### config.mk
export PLATFORM = sky130hd
export DESIGN_NAME = wb_arbiter_flat
export DESIGN_NICKNAME = d
export VERILOG_FILES = /design/src/rtl/wb_arbiter_pkg.sv /design/src/rtl/wb_arbiter_if.sv /design/src/rtl/wb_arbiter_starve_arb.sv /design/src/rtl/wb_arbiter.sv /design/src/flat_wrapper.sv
export SDC_FILE = /design/constraint.sdc
export NUM_CORES = 1
export LEC_CHECK = 0
export BUFFER_PORTS_ARGS = -buffer_cell sky130_fd_sc_hd__buf_2
export CELL_PAD_IN_SITES_DETAIL_PLACEMENT = 1
export CELL_PAD_IN_SITES_GLOBAL_PLACEMENT = 2
export CORE_ASPECT_RATIO = 0.8
export CORE_MARGIN = 2
export CORE_UTILIZATION = 27
export CTS_CLUSTER_DIAMETER = 40
export DETAILED_ROUTE_END_ITERATION = 10
export PLACE_DENSITY = 0.88
export SYNTH_ARGS = -nofsm -noshare
export SYNTH_HDL_FRONTEND = slang
export SYNTH_HIERARCHICAL = 1
export SYNTH_SLANG_ARGS = --single-unit
### constraint.sdc
create_clock -name clk -period 3.3 [get_ports clk]
set_clock_uncertainty 0.05 [all_clocks]
set_input_delay 0.165 -clock clk [delete_from_list [all_inputs] [get_ports clk]]
set_output_delay 0.165 -clock clk [all_outputs]
set_load 0.005 [all_outputs]
### src/rtl/wb_arbiter_pkg.sv
// wb_pkg: shared widths and result-source encoding for the write-back arbiter
package wb_pkg;
  localparam int DEF_XLEN = 32;
  localparam int DEF_REG_AW = 5;
  localparam int STARVE_CNT_W = 3;
  localparam logic RESULT_SRC_ALU = 1'b0;
  localparam logic RESULT_SRC_MEM = 1'b1;
endpackage

### src/rtl/wb_arbiter_if.sv
// wb_arbiter_if: requester handshakes and register-file write port
interface wb_arbiter_if import wb_pkg::*; #(
  parameter int XLEN = DEF_XLEN,
  parameter int REG_AW = DEF_REG_AW
);
  logic alu_valid;
  logic alu_ready;
  logic [REG_AW-1:0] alu_rd;
  logic [XLEN-1:0] alu_data;
  logic mem_valid;
  logic mem_ready;
  logic [REG_AW-1:0] mem_rd;
  logic [XLEN-1:0] mem_data;
  logic rf_we;
  logic [REG_AW-1:0] rf_waddr;
  logic [XLEN-1:0] rf_wdata;
  logic result_src;
  modport master (
    output alu_valid, alu_rd, alu_data, mem_valid, mem_rd, mem_data,
    input alu_ready, mem_ready, rf_we, rf_waddr, rf_wdata, result_src
  );
  modport slave (
    input alu_valid, alu_rd, alu_data, mem_valid, mem_rd, mem_data,
    output alu_ready, mem_ready, rf_we, rf_waddr, rf_wdata, result_src
  );
endinterface

### src/rtl/wb_arbiter_starve_arb.sv
// wb_starve_arb: load-priority grant with a bounded ALU starvation guarantee
module wb_starve_arb import wb_pkg::*; #(
  parameter int STARVE_LIMIT = 4
) (
  input  logic clk,
  input  logic rst_n,
  input  logic alu_valid,
  input  logic mem_valid,
  output logic grant_alu,
  output logic grant_mem
);
  localparam logic [STARVE_CNT_W-1:0] LIMIT = STARVE_CNT_W'(STARVE_LIMIT);
  logic armed_q, armed_d;
  logic [STARVE_CNT_W-1:0] starve_cnt_q, starve_cnt_d;
  always_comb begin
    armed_d = 1'b1;
    grant_alu = armed_q && alu_valid && (!mem_valid || starve_cnt_q == LIMIT);
    grant_mem = armed_q && mem_valid && !grant_alu;
    starve_cnt_d = (grant_alu || !alu_valid) ? '0 :
                   grant_mem ? ((starve_cnt_q == LIMIT) ? LIMIT : starve_cnt_q + 1'b1) :
                   starve_cnt_q;
  end
  always_ff @(posedge clk or negedge rst_n) begin
    if (!rst_n) begin
      armed_q <= 1'b0;
      starve_cnt_q <= '0;
    end else begin
      armed_q <= armed_d;
      starve_cnt_q <= starve_cnt_d;
    end
  end
endmodule

### src/rtl/wb_arbiter.sv
// wb_arbiter: shares the register-file write port between ALU and load return
module wb_arbiter import wb_pkg::*; #(
  parameter int XLEN = DEF_XLEN,
  parameter int REG_AW = DEF_REG_AW,
  parameter int STARVE_LIMIT = 4
) (
  input logic clk,
  input logic rst_n,
  wb_arbiter_if.slave bus
);
  logic grant_alu, grant_mem, grant;
  logic [REG_AW-1:0] sel_rd;
  logic [XLEN-1:0] sel_data;
  logic rf_we_q, rf_we_d, result_src_q, result_src_d;
  logic [REG_AW-1:0] rf_waddr_q, rf_waddr_d;
  logic [XLEN-1:0] rf_wdata_q, rf_wdata_d;
  wb_starve_arb #(.STARVE_LIMIT(STARVE_LIMIT)) u_arb (
    .clk(clk),
    .rst_n(rst_n),
    .alu_valid(bus.alu_valid),
    .mem_valid(bus.mem_valid),
    .grant_alu(grant_alu),
    .grant_mem(grant_mem)
  );
  always_comb begin
    grant = grant_alu | grant_mem;
    sel_rd = grant_mem ? bus.mem_rd : bus.alu_rd;
    sel_data = grant_mem ? bus.mem_data : bus.alu_data;
    rf_we_d = grant && sel_rd != '0;
    rf_waddr_d = grant ? sel_rd : rf_waddr_q;
    rf_wdata_d = grant ? (rf_we_d ? sel_data : '0) : rf_wdata_q;
    result_src_d = grant ? (grant_mem ? RESULT_SRC_MEM : RESULT_SRC_ALU) : result_src_q;
  end
  always_ff @(posedge clk or negedge rst_n) begin
    if (!rst_n) begin
      rf_we_q <= 1'b0;
      rf_waddr_q <= '0;
      rf_wdata_q <= '0;
      result_src_q <= RESULT_SRC_ALU;
    end else begin
      rf_we_q <= rf_we_d;
      rf_waddr_q <= rf_waddr_d;
      rf_wdata_q <= rf_wdata_d;
      result_src_q <= result_src_d;
    end
  end
  assign bus.alu_ready = grant_alu;
  assign bus.mem_ready = grant_mem;
  assign bus.rf_we = rf_we_q;
  assign bus.rf_waddr = rf_waddr_q;
  assign bus.rf_wdata = rf_wdata_q;
  assign bus.result_src = result_src_q;
endmodule

### src/flat_wrapper.sv
// flat-port wrapper written by rule: the top's interface ports become plain ports
module wb_arbiter_flat import wb_pkg::*;
#(
  parameter int XLEN = DEF_XLEN,
  parameter int REG_AW = DEF_REG_AW,
  parameter int STARVE_LIMIT = 4
)
  (clk, rst_n, bus_alu_valid, bus_alu_rd, bus_alu_data, bus_mem_valid, bus_mem_rd, bus_mem_data, bus_alu_ready, bus_mem_ready, bus_rf_we, bus_rf_waddr, bus_rf_wdata, bus_result_src);
  wb_arbiter_if #(.XLEN(XLEN), .REG_AW(REG_AW)) bus_i ();
  input logic clk;
  input logic rst_n;
  input wire logic [$bits(bus_i.alu_valid)-1:0] bus_alu_valid;
  input wire logic [$bits(bus_i.alu_rd)-1:0] bus_alu_rd;
  input wire logic [$bits(bus_i.alu_data)-1:0] bus_alu_data;
  input wire logic [$bits(bus_i.mem_valid)-1:0] bus_mem_valid;
  input wire logic [$bits(bus_i.mem_rd)-1:0] bus_mem_rd;
  input wire logic [$bits(bus_i.mem_data)-1:0] bus_mem_data;
  output wire logic [$bits(bus_i.alu_ready)-1:0] bus_alu_ready;
  output wire logic [$bits(bus_i.mem_ready)-1:0] bus_mem_ready;
  output wire logic [$bits(bus_i.rf_we)-1:0] bus_rf_we;
  output wire logic [$bits(bus_i.rf_waddr)-1:0] bus_rf_waddr;
  output wire logic [$bits(bus_i.rf_wdata)-1:0] bus_rf_wdata;
  output wire logic [$bits(bus_i.result_src)-1:0] bus_result_src;
  assign bus_i.alu_valid = bus_alu_valid;
  assign bus_i.alu_rd = bus_alu_rd;
  assign bus_i.alu_data = bus_alu_data;
  assign bus_i.mem_valid = bus_mem_valid;
  assign bus_i.mem_rd = bus_mem_rd;
  assign bus_i.mem_data = bus_mem_data;
  assign bus_alu_ready = bus_i.alu_ready;
  assign bus_mem_ready = bus_i.mem_ready;
  assign bus_rf_we = bus_i.rf_we;
  assign bus_rf_waddr = bus_i.rf_waddr;
  assign bus_rf_wdata = bus_i.rf_wdata;
  assign bus_result_src = bus_i.result_src;
  wb_arbiter #(.XLEN(XLEN), .REG_AW(REG_AW), .STARVE_LIMIT(STARVE_LIMIT)) u_core (.clk(clk), .rst_n(rst_n), .bus(bus_i));
endmodule
* Word-level counts from Yosys, hierarchy flattened *
Index checks and enable logic that the tools add are counted.

storage, ports and cells
  flip-flop bits (word level) = 43
  input bits = 78
  output and inout port bits = 41
  word-level logic and storage cells = 28

cells by class
  add/sub/neg operators = 1
  equality and inequality tests = 1
  multiplexer cells = 7
  bitwise logic cells = 1
  reduce and logical (&&, ||, !) cells = 12

operator list
  kind                   number
  $mux W32               2
  $mux W3                3
  $logic_and A1 B1 Y1    5
  $mux W5                1
  $reduce_bool A5 Y1     1
  $add A3 B1 Y3 const B  1
  $eq A3 B3 Y1 const B   1
  $logic_not A1 Y1       3
  $logic_or A1 B1 Y1     2
  $reduce_bool A2 Y1     1
  $mux W1                1
  $or A1 B1 Y1           1

* Longest topological paths before layout *
Gate-level depths: netlist (run 1).

  depth in word-level cells = 9
  depth in mapped cells = 11
  gate-level depth less buffers = 8

* By module *
The synthesis (run 1) kept the hierarchy.

modules (own cells, without submodules)
  module         instances  cells an instance  area an instance (µm²)  seq. area each (µm²)
  wb_arbiter     1          175                1,916.8                 975.9
  wb_starve_arb  1          26                 244.0                   100.1

* Worst setup path after synthesis (run 1) *
OpenSTA, ideal clock, no wires.

  path kind = reg2reg
  from = reg u_core.u_arb.starve_cnt_q[0]
  to = reg u_core.rf_wdata_q[0] (netlist: u_core/bus.rf_wdata[0])
  setup time = 0.120 ns
  data arrival time = 1.784 ns
  data required time = 3.130 ns
  setup slack = 1.346 ns
  cell stages (with the launch flop) = 10
  buffers on the path = 1
  period minus slack after synthesis = 1.954 ns
  path through = dfrtp_1 > inv_1 > ha_1 > nand2_1 > nand2_1 > a21oi_1 > nor4b_1 > o22a_4 > buf_12 > o21ai_2

on the way
  cells in the longest elaborated chain, start to end = 9
  elaborated cells between the ends (all ways) = 11
  classes of those cells = 1 x eq/ne; 3 x mux; 1 x bitwise; 6 x reduce/logical

ends and longest elaborated chain
  element                   RTL line                     RTL
  start: declaration        wb_arbiter_starve_arb.sv:14  logic [STARVE_CNT_W-1:0] starve_cnt_q, starve_cnt_d;
  start signal: assignment  wb_arbiter_starve_arb.sv:29  starve_cnt_q <= starve_cnt_d;
  $eq A3 B3 Y1 (*)          wb_arbiter_starve_arb.sv:17  grant_alu = armed_q && alu_valid && (!mem_valid || starve_cnt_q == LIMIT);
  $logic_or A1 B1 Y1 (*)    wb_arbiter_starve_arb.sv:17
  $logic_and A1 B1 Y1 (*)   wb_arbiter_starve_arb.sv:17
  $logic_not A1 Y1 (*)      wb_arbiter_starve_arb.sv:18  grant_mem = armed_q && mem_valid && !grant_alu;
  $logic_and A1 B1 Y1 (*)   wb_arbiter_starve_arb.sv:18
  named net bus_mem_ready   flat_wrapper.sv:19           output wire logic [$bits(bus_i.mem_ready)-1:0] bus_mem_ready;
  $mux W5                   wb_arbiter.sv:27             sel_rd = grant_mem ? bus.mem_rd : bus.alu_rd;
  $reduce_bool A5 Y1        wb_arbiter.sv:29             rf_we_d = grant && sel_rd != '0;
  $logic_and A1 B1 Y1       wb_arbiter.sv:29
  $mux W32                  wb_arbiter.sv:31             rf_wdata_d = grant ? (rf_we_d ? sel_data : '0) : rf_wdata_q;
  end signal: assignment    wb_arbiter.sv:43             rf_wdata_q <= rf_wdata_d;
  end: declaration          wb_arbiter.sv:16             logic [XLEN-1:0] rf_wdata_q, rf_wdata_d;

Mark *: on every way through the listed nets, which the timed path passes. The rest lies on a longest branch.
A chain may end at the register's enable or synchronous reset.

* Final worst setup path (run 1) *
  from = reg u_core.u_arb.starve_cnt_q[0]
  to = reg u_core.rf_wdata_q[31] (netlist: u_core/bus.rf_wdata[31])

on the way
  cells in the longest elaborated chain, start to end = 9
  elaborated cells between the ends (all ways) = 11
  classes of those cells = 1 x eq/ne; 3 x mux; 1 x bitwise; 6 x reduce/logical

ends and longest elaborated chain
  element                  RTL line
  $eq A3 B3 Y1 (*)         wb_arbiter_starve_arb.sv:17
  $logic_or A1 B1 Y1 (*)   wb_arbiter_starve_arb.sv:17
  $logic_and A1 B1 Y1 (*)  wb_arbiter_starve_arb.sv:17
  $logic_not A1 Y1         wb_arbiter_starve_arb.sv:18
  $logic_and A1 B1 Y1      wb_arbiter_starve_arb.sv:18
  $mux W5                  wb_arbiter.sv:27
  $reduce_bool A5 Y1       wb_arbiter.sv:29
  $logic_and A1 B1 Y1      wb_arbiter.sv:29
  $mux W32                 wb_arbiter.sv:31

Every way passes the cells marked *; elsewhere a longest branch is shown, timed or not.

==> flow_metrics.tcl, run 1 <==
set metrics [dict create \
    die-width_um 104 \
    sequentialPowerShare_pct 49.9 \
    p_switching_uw 388 \
    finalHoldViolations 43 \
    grt.total_usage_pct 14.6 \
    routedWlPerCell_um 14.5 \
    area_delta_synth_final_pct 34.0 \
    p_per_area_mw_per_mm2 449 \
    fin_cells 424 \
    p_int_uw 911 \
    critPathKind "reg2reg" \
    antenna_cells 0 \
    post-place-cells 416 \
    num_rows 29 \
    cts.repair.resized 0 \
    n_fill_cell 948 \
    cp-start-kind "flop" \
    grt_start_max_net_pins 44 \
    hpwl_um 4690 \
    post-route-worst-setup-slack_ns 0.820 \
    leakage_nw 1.40 \
    comb_power_share_pct 24.6 \
    p_sw_share_pct 29.9 \
    status "finished with violations" \
    min_path_type "in2async" \
    crit_chain "inv_1, ha_1, nand2_1, nand2_1, a21oi_4, nor4b_1, o22a_4, o21ai_0" \
    postSynthCellCount 201 \
    gp_congestion 0.710 \
    synth-seq-area-share_pct 49.8 \
    crit_top_cell "nand2_1" \
    vias 1915 \
    max_freq_mhz 403 \
    cp.buffers_inverters 1 \
    cts.clk_slew.worst_paths_ns 0.08 \
    via_per_inst 4.52 \
    drt_iter0_markers 76 \
    regToRegSetupSlack_ns 0.82 \
    cts_buffers 5 \
    grt_pass1_wl_um 10200 \
    worst_pin_slew_ns 0.965 \
    cts_max_level 2 \
    place_ws_ns 0.812 \
    clockRootBuffer "clkbuf_8" \
    ioPinCount 119 \
    crit_arrival_ns 2.58 \
    cp_slowest_cell "o22a_4" \
    required_ns 3.40 \
    dr.pass1.iters 4 \
    clock_power_share_pct 25.4 \
    place_area_mm2 0.00281 \
    synthesis.nets 281 \
    nets 395 \
    cp_top_family "compound AO/OA/AOI/OAI gates" \
    antenna_found_initial 0 \
    fp.dieH_um 84.0 \
    irDropWorstVdd_v 0.000138 \
    cp_max_fo 33 \
    syn-cell-area_mm2 0.00216 \
    layout_worst_path_cycle_share_pct 75.1 \
    drive_gt1_share_pct 53.5 \
    drc_errors 0 \
    start_util_pct 27.6 \
    core-area_mm2 0.00784 \
    period_minus_slack_ns 2.48 \
    layout_commonest_cell "buf_2" \
    drv_slew 0 \
    layout_common_cells "buf_2 (118), dfrtp_1 (43), nand2_1 (41)" \
    cts_max_path_buffers 2 \
    drv_cap 0 \
    cp-end-kind "flop" \
    violations "hold timing" \
    tns_ns 0 \
    cts_sinks 43 \
    rsz0062_at_grt "false" \
    grt_pass1_vias 2035 \
    yosysUniqueCellTypes 31 \
    critical_path.max_stage_delay_ns 0.59 \
    setup_viol 0 \
    grt_overflow 0 \
    slew_headroom_pct 35.7 \
    synth_seq_cells 43 \
    cts_tree "built" \
    drt_wl_total_um 6150 \
    cts_setup_buffers 0 \
    whs_ns -0.0292 \
    cts_hold_buf 0 \
    io_buffer_count 118 \
    design_area_mm2 0.00290 \
    clkLatencyLatePin_ns 0.29 \
    avgSynthCellArea_um2 10.8 \
    dieArea_mm2 0.00874 \
    ys_warn_count 6 \
    drtAntennaViolNets 0 \
]
## state kept, by name, summed over array words and instances (netlist names)
signal,flops
u_core/bus.rf_wdata,32
u_core/bus.rf_waddr,5
u_core/u_arb/armed_q,1
u_core/u_arb/starve_cnt_q,3
u_core/bus.result_src,1
u_core/bus.rf_we,1
## logic make-up (layout without fill, tap and decap cells)
group,Yosys count,after routing,synth area share (%)
AND/OR/NAND/NOR,53,53,11.5
other,1,1,0.174
flip-flops,43,43,49.8
adder cells (fa/ha/maj),2,2,1.16
buffers and inverters,20,135,6.66
AO/OA/AOI/OAI,76,76,27.9
multiplexers,6,6,2.90
## cells in the mapped netlist
cell type	n	area share, %
inv_1	4	0.69
nand4b_1	1	0.41
ha_1	2	1.2
nand2_1	41	7.1
o22a_4	1	0.81
o21ai_1	2	0.46
a21o_1	1	0.35
o21ai_2	29	12
nand3_1	2	0.46
dfrtp_1	43	50
conb_1	1	0.17
nor2b_1	1	0.29
buf_2	7	1.6
o21ai_0	6	1.4
nor4_4	1	0.98
nor2_1	2	0.35
nor3_1	1	0.23
and3_1	1	0.29
a22oi_1	32	11
buf_12	3	2.8
nor4b_1	1	0.41
a21boi_1	2	0.69
buf_4	1	0.35
nor3b_2	1	0.58
a21oi_1	1	0.23
nor3b_1	1	0.35
a21boi_2	2	1.0
mux2_2	2	1.0
buf_6	1	0.52
mux2i_1	4	1.9
clkbuf_1	4	0.69
## worst paths after layout
path | start | endpoint | cells after the start
min | rst_n | u_core/bus.rf_wdata[11]$_DFFE_PN0P_ | 1
min reg2reg | u_core/bus.rf_wdata[3]$_DFFE_PN0P_ | u_core/bus.rf_wdata[3]$_DFFE_PN0P_ | 2
max | u_core/u_arb/starve_cnt_q[0]$_DFFE_PN0P_ | u_core/bus.rf_wdata[31]$_DFFE_PN0P_ | 8
max in group asynchronous | rst_n | u_core/bus.rf_wdata[1]$_DFFE_PN0P_ | 1
min in group clk | bus_mem_rd[0] | u_core/bus.rf_waddr[0]$_DFFE_PN0P_ | 3
max reg2reg | u_core/u_arb/starve_cnt_q[0]$_DFFE_PN0P_ | u_core/bus.rf_wdata[31]$_DFFE_PN0P_ | 8
## layer usage
metal,global-route usage (%),up-vias,routed length [um]
li1,-,950,-
met4,3.32,0,25
met3,4.14,4,389
met1,19.7,892,2910
met5,0,-,0
met2,23.2,69,2830
## stage by stage
step	util [%]	power [mW]	hold slack, ns
after floorplan	-	0.808	-0.181
final	37.0	1.30	-0.0292
after CTS	37.0	1.32	0.00635
after detailed placement	35.9	0.987	0.337
after global placement	35.9	0.970	0.314
after global routing	37.0	1.39	0.0499
## power groups by stage
| stage | Combinational, mW | Clock, mW | Sequential, mW |
|---|---|---|---|
| after global placement | 0.314 | 0 | 0.656 |
| after CTS | 0.327 | 0.346 | 0.650 |
| final | 0.320 | 0.330 | 0.649 |
| after detailed placement | 0.327 | 0 | 0.660 |
| after global routing | 0.358 | 0.370 | 0.660 |
| after floorplan | 0.142 | 0 | 0.666 |
## layout make-up
| type | count | area, um^2 | share of cell area (%) |
|---|---|---|---|
| flip-flops and latches | 43 | 1080 | 37.1 |
| multi-input cells | 138 | 957 | 33.0 |
| repair buffers | 123 | 628 | 21.7 |
| well taps | 108 | 135 | 4.67 |
| clock buffers | 6 | 72.6 | 2.51 |
| inverters | 4 | 15.0 | 0.518 |
| clock inverters | 2 | 12.5 | 0.432 |
Power figures use the tool's default switching activity.
==> inputs of run 2 (changes only) <==
--- a/config.mk
+++ b/config.mk
@@ -10,10 +10,10 @@
 export CELL_PAD_IN_SITES_GLOBAL_PLACEMENT = 2
 export CORE_ASPECT_RATIO = 0.8
 export CORE_MARGIN = 2
-export CORE_UTILIZATION = 27
+export CORE_UTILIZATION = 25
 export CTS_CLUSTER_DIAMETER = 40
 export DETAILED_ROUTE_END_ITERATION = 10
-export PLACE_DENSITY = 0.88
+export PLACE_DENSITY = 0.83
 export SYNTH_ARGS = -nofsm -noshare
 export SYNTH_HDL_FRONTEND = slang
 export SYNTH_HIERARCHICAL = 1
==> constraint.sdc (replaced) <==
create_clock -name clk -period 2.45 [get_ports clk]
set_clock_uncertainty 0.05 [all_clocks]
set_input_delay 0.1225 -clock clk [delete_from_list [all_inputs] [get_ports clk]]
set_output_delay 0.1225 -clock clk [all_outputs]
set_load 0.005 [all_outputs]
==> flow_metrics.tcl, run 2 (synthesized netlist as in run 1, its figures left out) <==
set metrics [dict create \
    grt_pass1_wl_um 9740 \
    drc_errors 0 \
    dieArea_mm2 0.00941 \
    leakage_nw 1.45 \
    post-route-worst-setup-slack_ns 0.193 \
    ioPinCount 119 \
    crit_arrival_ns 2.38 \
    antenna_found_initial 0 \
    start_util_pct 25.6 \
    area_delta_synth_final_pct 38.5 \
    die-width_um 108 \
    layout_common_cells "buf_2 (118), dfrtp_1 (43), nand2_1 (41)" \
    ff2ff_path_depth 10 \
    clockRootBuffer "clkbuf_8" \
    p_per_area_mw_per_mm2 586 \
    cts.clk_slew.worst_paths_ns 0.08 \
    fp.dieH_um 87.2 \
    cp-start-kind "flop" \
    critPathKind "reg2reg" \
    cts_buffers 5 \
    core-area_mm2 0.00845 \
    min_path_type "in2reg" \
    irDropWorstVdd_v 0.000238 \
    holdPathStages 3 \
    drtAntennaViolNets 0 \
    p_int_mw 1.23 \
    p_switching_uw 519 \
    grt_overflow 0 \
    comb_power_share_pct 25.1 \
    clkLatencyLatePin_ns 0.28 \
    drv_cap 0 \
    grt_start_max_net_pins 44 \
    cts_max_level 2 \
    worst_pin_slew_ns 1.00 \
    status "completed" \
    slew_headroom_pct 33.3 \
    finalHoldViolations 0 \
    layout_worst_path_cycle_share_pct 92.1 \
    p_sw_share_pct 29.6 \
    setup_viol 0 \
    tns_ns 0 \
    cts_max_path_buffers 2 \
    rsz0062_at_grt "false" \
    grt.total_usage_pct 13.1 \
    design_area_mm2 0.00299 \
    drive_gt1_share_pct 54.5 \
    num_rows 30 \
    via_per_inst 4.57 \
    cp_max_fo 22 \
    io_buffer_count 118 \
    hpwl_um 4910 \
    routedWlPerCell_um 14.5 \
    antenna_cells 0 \
    fin_cells 435 \
    drv_slew 0 \
    required_ns 2.57 \
    gp_congestion 0.720 \
    cp-end-kind "flop" \
    dr.pass1.iters 4 \
    clock_power_share_pct 25.1 \
    layout_commonest_cell "buf_2" \
    cts_tree "built" \
    place_area_mm2 0.00289 \
    largest_reg_flops 32 \
    vias 1988 \
    p_total_mw 1.75 \
    drt_wl_total_um 6310 \
    grt_pass1_vias 1994 \
    nets 402 \
    max_freq_mhz 443 \
    sequentialPowerShare_pct 49.8 \
    period_minus_slack_ns 2.26 \
    post-place-cells 426 \
    drt_iter0_markers 52 \
    place_ws_ns 0.0751 \
    cts_sinks 43 \
]
run 2: worst max-delay path: stages (launching register included):
cell and delay [ns]:
dfrtp_1 0.40, inv_1 0.09, ha_1 0.22, nand2_1 0.07
nand2_1 0.12, a21oi_4 0.12, buf_4 0.18, nor3_1 0.29
o22a_4 0.27, buf_12 0.21, o21ai_0 0.11
run 2: final timing paths:
check                      slack, ns                                startpoint                             endpoint
max                             0.19  u_core/u_arb/starve_cnt_q[0]$_DFFE_PN0P_  u_core/bus.rf_wdata[29]$_DFFE_PN0P_
min                             0.03                             bus_mem_rd[2]   u_core/bus.rf_waddr[2]$_DFFE_PN0P_
max reg2reg                     0.19  u_core/u_arb/starve_cnt_q[0]$_DFFE_PN0P_  u_core/bus.rf_wdata[29]$_DFFE_PN0P_
min reg2reg                     0.43       u_core/bus.rf_wdata[16]$_DFFE_PN0P_  u_core/bus.rf_wdata[16]$_DFFE_PN0P_
max in group asynchronous       1.22                                     rst_n  u_core/bus.rf_wdata[22]$_DFFE_PN0P_
min in group asynchronous       0.50                                     rst_n  u_core/bus.rf_wdata[17]$_DFFE_PN0P_
run 2: metal layers:
layer	vias to the layer above	track usage (%)	part of all wire (%)
met2	71	23.1	50
met3	4	3.37	7.1
li1	956	-	-
met4	0	1.75	0.57
met1	957	16.7	43
met5	-	0	0
run 2: area by class of cell:
| type | instances | area (um^2) |
|---|---|---|
| fill | 1001 | 5450 |
| sequential | 43 | 1080 |
| multi-input combinational | 138 | 968 |
| timing repair buffer | 130 | 708 |
| tap | 112 | 140 |
| clock buffer | 6 | 72.6 |
| inverter | 4 | 15.0 |
| clock inverter | 2 | 12.5 |
run 2: metrics by stage:
stage	util, %	hold slack (ns)
2_1_floorplan	-	-0.223
3_3_place_gp	34.2	0.284
3_5_place_dp	34.2	0.309
4_1_cts	35.3	0.00978
5_1_grt	35.4	0.0427
6_report	35.4	0.0293
run 2: repair_timing:
action	CTS	global route
hold buffers	1	0
setup buffers	0	0
resized for setup	0	2
endpoints found under the setup margin	0	24
hold endpoints to repair	43	0
run 2: power groups by stage:
stage	sequential, mW	combinational (mW)	clock, mW
2_1_floorplan	0.897	0.191	0
3_3_place_gp	0.886	0.432	0
3_5_place_dp	0.890	0.449	0
4_1_cts	0.875	0.451	0.463
5_1_grt	0.889	0.496	0.491
6_report	0.873	0.440	0.440
==> inputs of run 3 (changes only) <==
--- a/config.mk
+++ b/config.mk
@@ -6,6 +6,7 @@
 export NUM_CORES = 1
 export LEC_CHECK = 0
 export BUFFER_PORTS_ARGS = -buffer_cell sky130_fd_sc_hd__buf_2
+export CAP_MARGIN = 30
 export CELL_PAD_IN_SITES_DETAIL_PLACEMENT = 1
 export CELL_PAD_IN_SITES_GLOBAL_PLACEMENT = 2
 export CORE_ASPECT_RATIO = 0.8
@@ -13,6 +14,7 @@
 export CORE_UTILIZATION = 25
 export CTS_CLUSTER_DIAMETER = 40
 export DETAILED_ROUTE_END_ITERATION = 10
+export MAX_ROUTING_LAYER = met4
 export PLACE_DENSITY = 0.83
 export SYNTH_ARGS = -nofsm -noshare
 export SYNTH_HDL_FRONTEND = slang
==> flow_metrics.tcl, run 3 (synthesized netlist as in run 1, its figures left out) <==
set metrics [dict create \
    crit_arrival_ns 2.40 \
    min_path_type "in2reg" \
    io_buffer_count 118 \
    cp_max_fo 22 \
    routedWlPerCell_um 14.5 \
    regToRegSetupSlack_ns 0.17 \
    grt_pass1_vias 1984 \
    layout_commonest_cell "buf_2" \
    ioPinCount 119 \
    antenna_found_initial 0 \
    p_per_area_mw_per_mm2 600 \
    multi_input_area_um2 968 \
    drive_gt1_share_pct 54.9 \
    grt_overflow 0 \
    required_ns 2.57 \
    drv_cap 0 \
    start_util_pct 25.6 \
    core-area_mm2 0.00845 \
    dieArea_mm2 0.00941 \
    p_sw_share_pct 28.9 \
    r2r-end "u_core/bus.rf_wdata[29]$_DFFE_PN0P_" \
    min_from "bus_mem_rd[2]" \
    cp-end-kind "flop" \
    largest_reg_flops 32 \
    drt_wl_total_um 6330 \
    grt_start_max_net_pins 24 \
    r2r_start "u_core/u_arb/starve_cnt_q[0]$_DFFE_PN0P_" \
    tns_ns 0 \
    via_per_inst 4.56 \
    cts_sinks 43 \
    design_area_mm2 0.00304 \
    ff2ff_path_depth 10 \
    setup_viol 0 \
    cts_max_path_buffers 2 \
    layout_worst_path_cycle_share_pct 93.0 \
    area_delta_synth_final_pct 40.6 \
    clockRootBuffer "clkbuf_8" \
    drtAntennaViolNets 0 \
    period_minus_slack_ns 2.28 \
    irDropWorstVdd_v 0.000256 \
    drv_slew 0 \
    die-width_um 108 \
    slew_headroom_pct 64.2 \
    grt.total_usage_pct 13.9 \
    hold_end "u_core/bus.rf_waddr[2]$_DFFE_PN0P_" \
    fp.dieH_um 87.2 \
    dr.pass1.iters 4 \
    max_freq_mhz 439 \
    gp_congestion 0.729 \
    worst_pin_slew_ns 0.537 \
    p_switching_uw 528 \
    nets 403 \
    hpwl_um 5000 \
    critPathKind "reg2reg" \
    drc_errors 0 \
    clock_power_share_pct 27.8 \
    cts_tree "built" \
    p_total_mw 1.82 \
    leakage_nw 1.47 \
    seq_area_mm2 0.00108 \
    cts_setup_buffers 0 \
    rsz0062_at_grt "false" \
    holdPathStages 3 \
    drt_iter0_markers 37 \
    cts_buffers 5 \
    cts_max_level 2 \
    layout_common_cells "buf_2 (118), dfrtp_1 (43), nand2_1 (41)" \
    num_rows 30 \
    n_fill_cell 993 \
    p_int_mw 1.30 \
    clkLatencyLatePin_ns 0.28 \
    grt_pass1_wl_um 9920 \
    sequentialPowerShare_pct 47.8 \
    cts.clk_slew.worst_paths_ns 0.08 \
    cp-start-kind "flop" \
    finalHoldViolations 0 \
    comb_power_share_pct 24.4 \
    antenna_cells 0 \
    vias 1989 \
    place_area_mm2 0.00291 \
    status "completed" \
]
-- run 3: worst max path at each step --
| stage | from | end | slack, ns | cells past startpoint |
|---|---|---|---|---|
| after global routing | u_core/u_arb/starve_cnt_q[0]$_DFFE_PN0P_ | u_core/bus.rf_wdata[29]$_DFFE_PN0P_ | 0.007 | 9 |
| after detailed placement | u_core/u_arb/starve_cnt_q[0]$_DFFE_PN0P_ | u_core/bus.rf_wdata[11]$_DFFE_PN0P_ | 0.07 | 9 |
| after CTS | u_core/u_arb/starve_cnt_q[0]$_DFFE_PN0P_ | u_core/bus.rf_wdata[11]$_DFFE_PN0P_ | 0.03 | 9 |
| after floorplan | u_core/u_arb/starve_cnt_q[0]$_DFFE_PN0P_ | u_core/bus.rf_wdata[0]$_DFFE_PN0P_ | 0.50 | 9 |
| after global placement | u_core/u_arb/starve_cnt_q[0]$_DFFE_PN0P_ | u_core/bus.rf_wdata[29]$_DFFE_PN0P_ | 0.15 | 9 |
| final | u_core/u_arb/starve_cnt_q[0]$_DFFE_PN0P_ | u_core/bus.rf_wdata[29]$_DFFE_PN0P_ | 0.17 | 10 |
-- run 3: critical path, stage by stage (launching register included) --
cell	delay [ns]
dfrtp_1	0.40
inv_1	0.09
ha_1	0.21
nand2_1	0.07
nand2_1	0.12
a21oi_4	0.12
buf_4	0.18
nor3_1	0.31
o22a_4	0.27
buf_12	0.21
o21ai_0	0.11
-- run 3: what timing repair did --
| item | 4_1_cts | 5_1_grt |
|---|---|---|
| hold buffers | 1 | 0 |
| resized for setup | 0 | 2 |
| setup endpoints to repair | 0 | 30 |
| hold endpoints to repair | 20 | 0 |
-- run 3: final cells by class --
class	count	share of cell area [%]
multi-input cells	138	31.9
inverters	4	0.494
repair buffers	131	24.2
clock inverters	1	0.247
flip-flops and latches	43	35.4
clock buffers	7	3.17
well taps	112	4.61
-- run 3: per-stage QoR --
step	std cells	utilization (%)	hold slack, ns	setup slack [ns]
floorplan	201	-	-0.223	0.496
global placement	426	34.2	0.284	0.150
detailed placement	427	34.5	0.0890	0.0661
CTS	436	35.9	0.00741	0.0338
global route	436	36.0	0.0453	0.00676
finish	436	36.0	0.0224	0.172
-- run 3: power by group through the flow --
| stage | logic (mW) | clock network (mW) | registers (mW) |
|---|---|---|---|
| floorplan | 0.191 | 0 | 0.897 |
| global placement | 0.432 | 0 | 0.886 |
| detailed placement | 0.455 | 0 | 0.889 |
| CTS | 0.457 | 0.525 | 0.875 |
| global route | 0.501 | 0.559 | 0.888 |
| finish | 0.445 | 0.507 | 0.872 |
-- run 3: routing by layer --
layer / vias to the layer above / track usage [%] / part of all wire (%)
met2: 69 / 23.1 / 49
met4: 0 / 2.10 / 0.49
li1: 961 / - / -
met3: 4 / 3.52 / 7.3
met1: 955 / 17.6 / 43
met5: - / - / 0
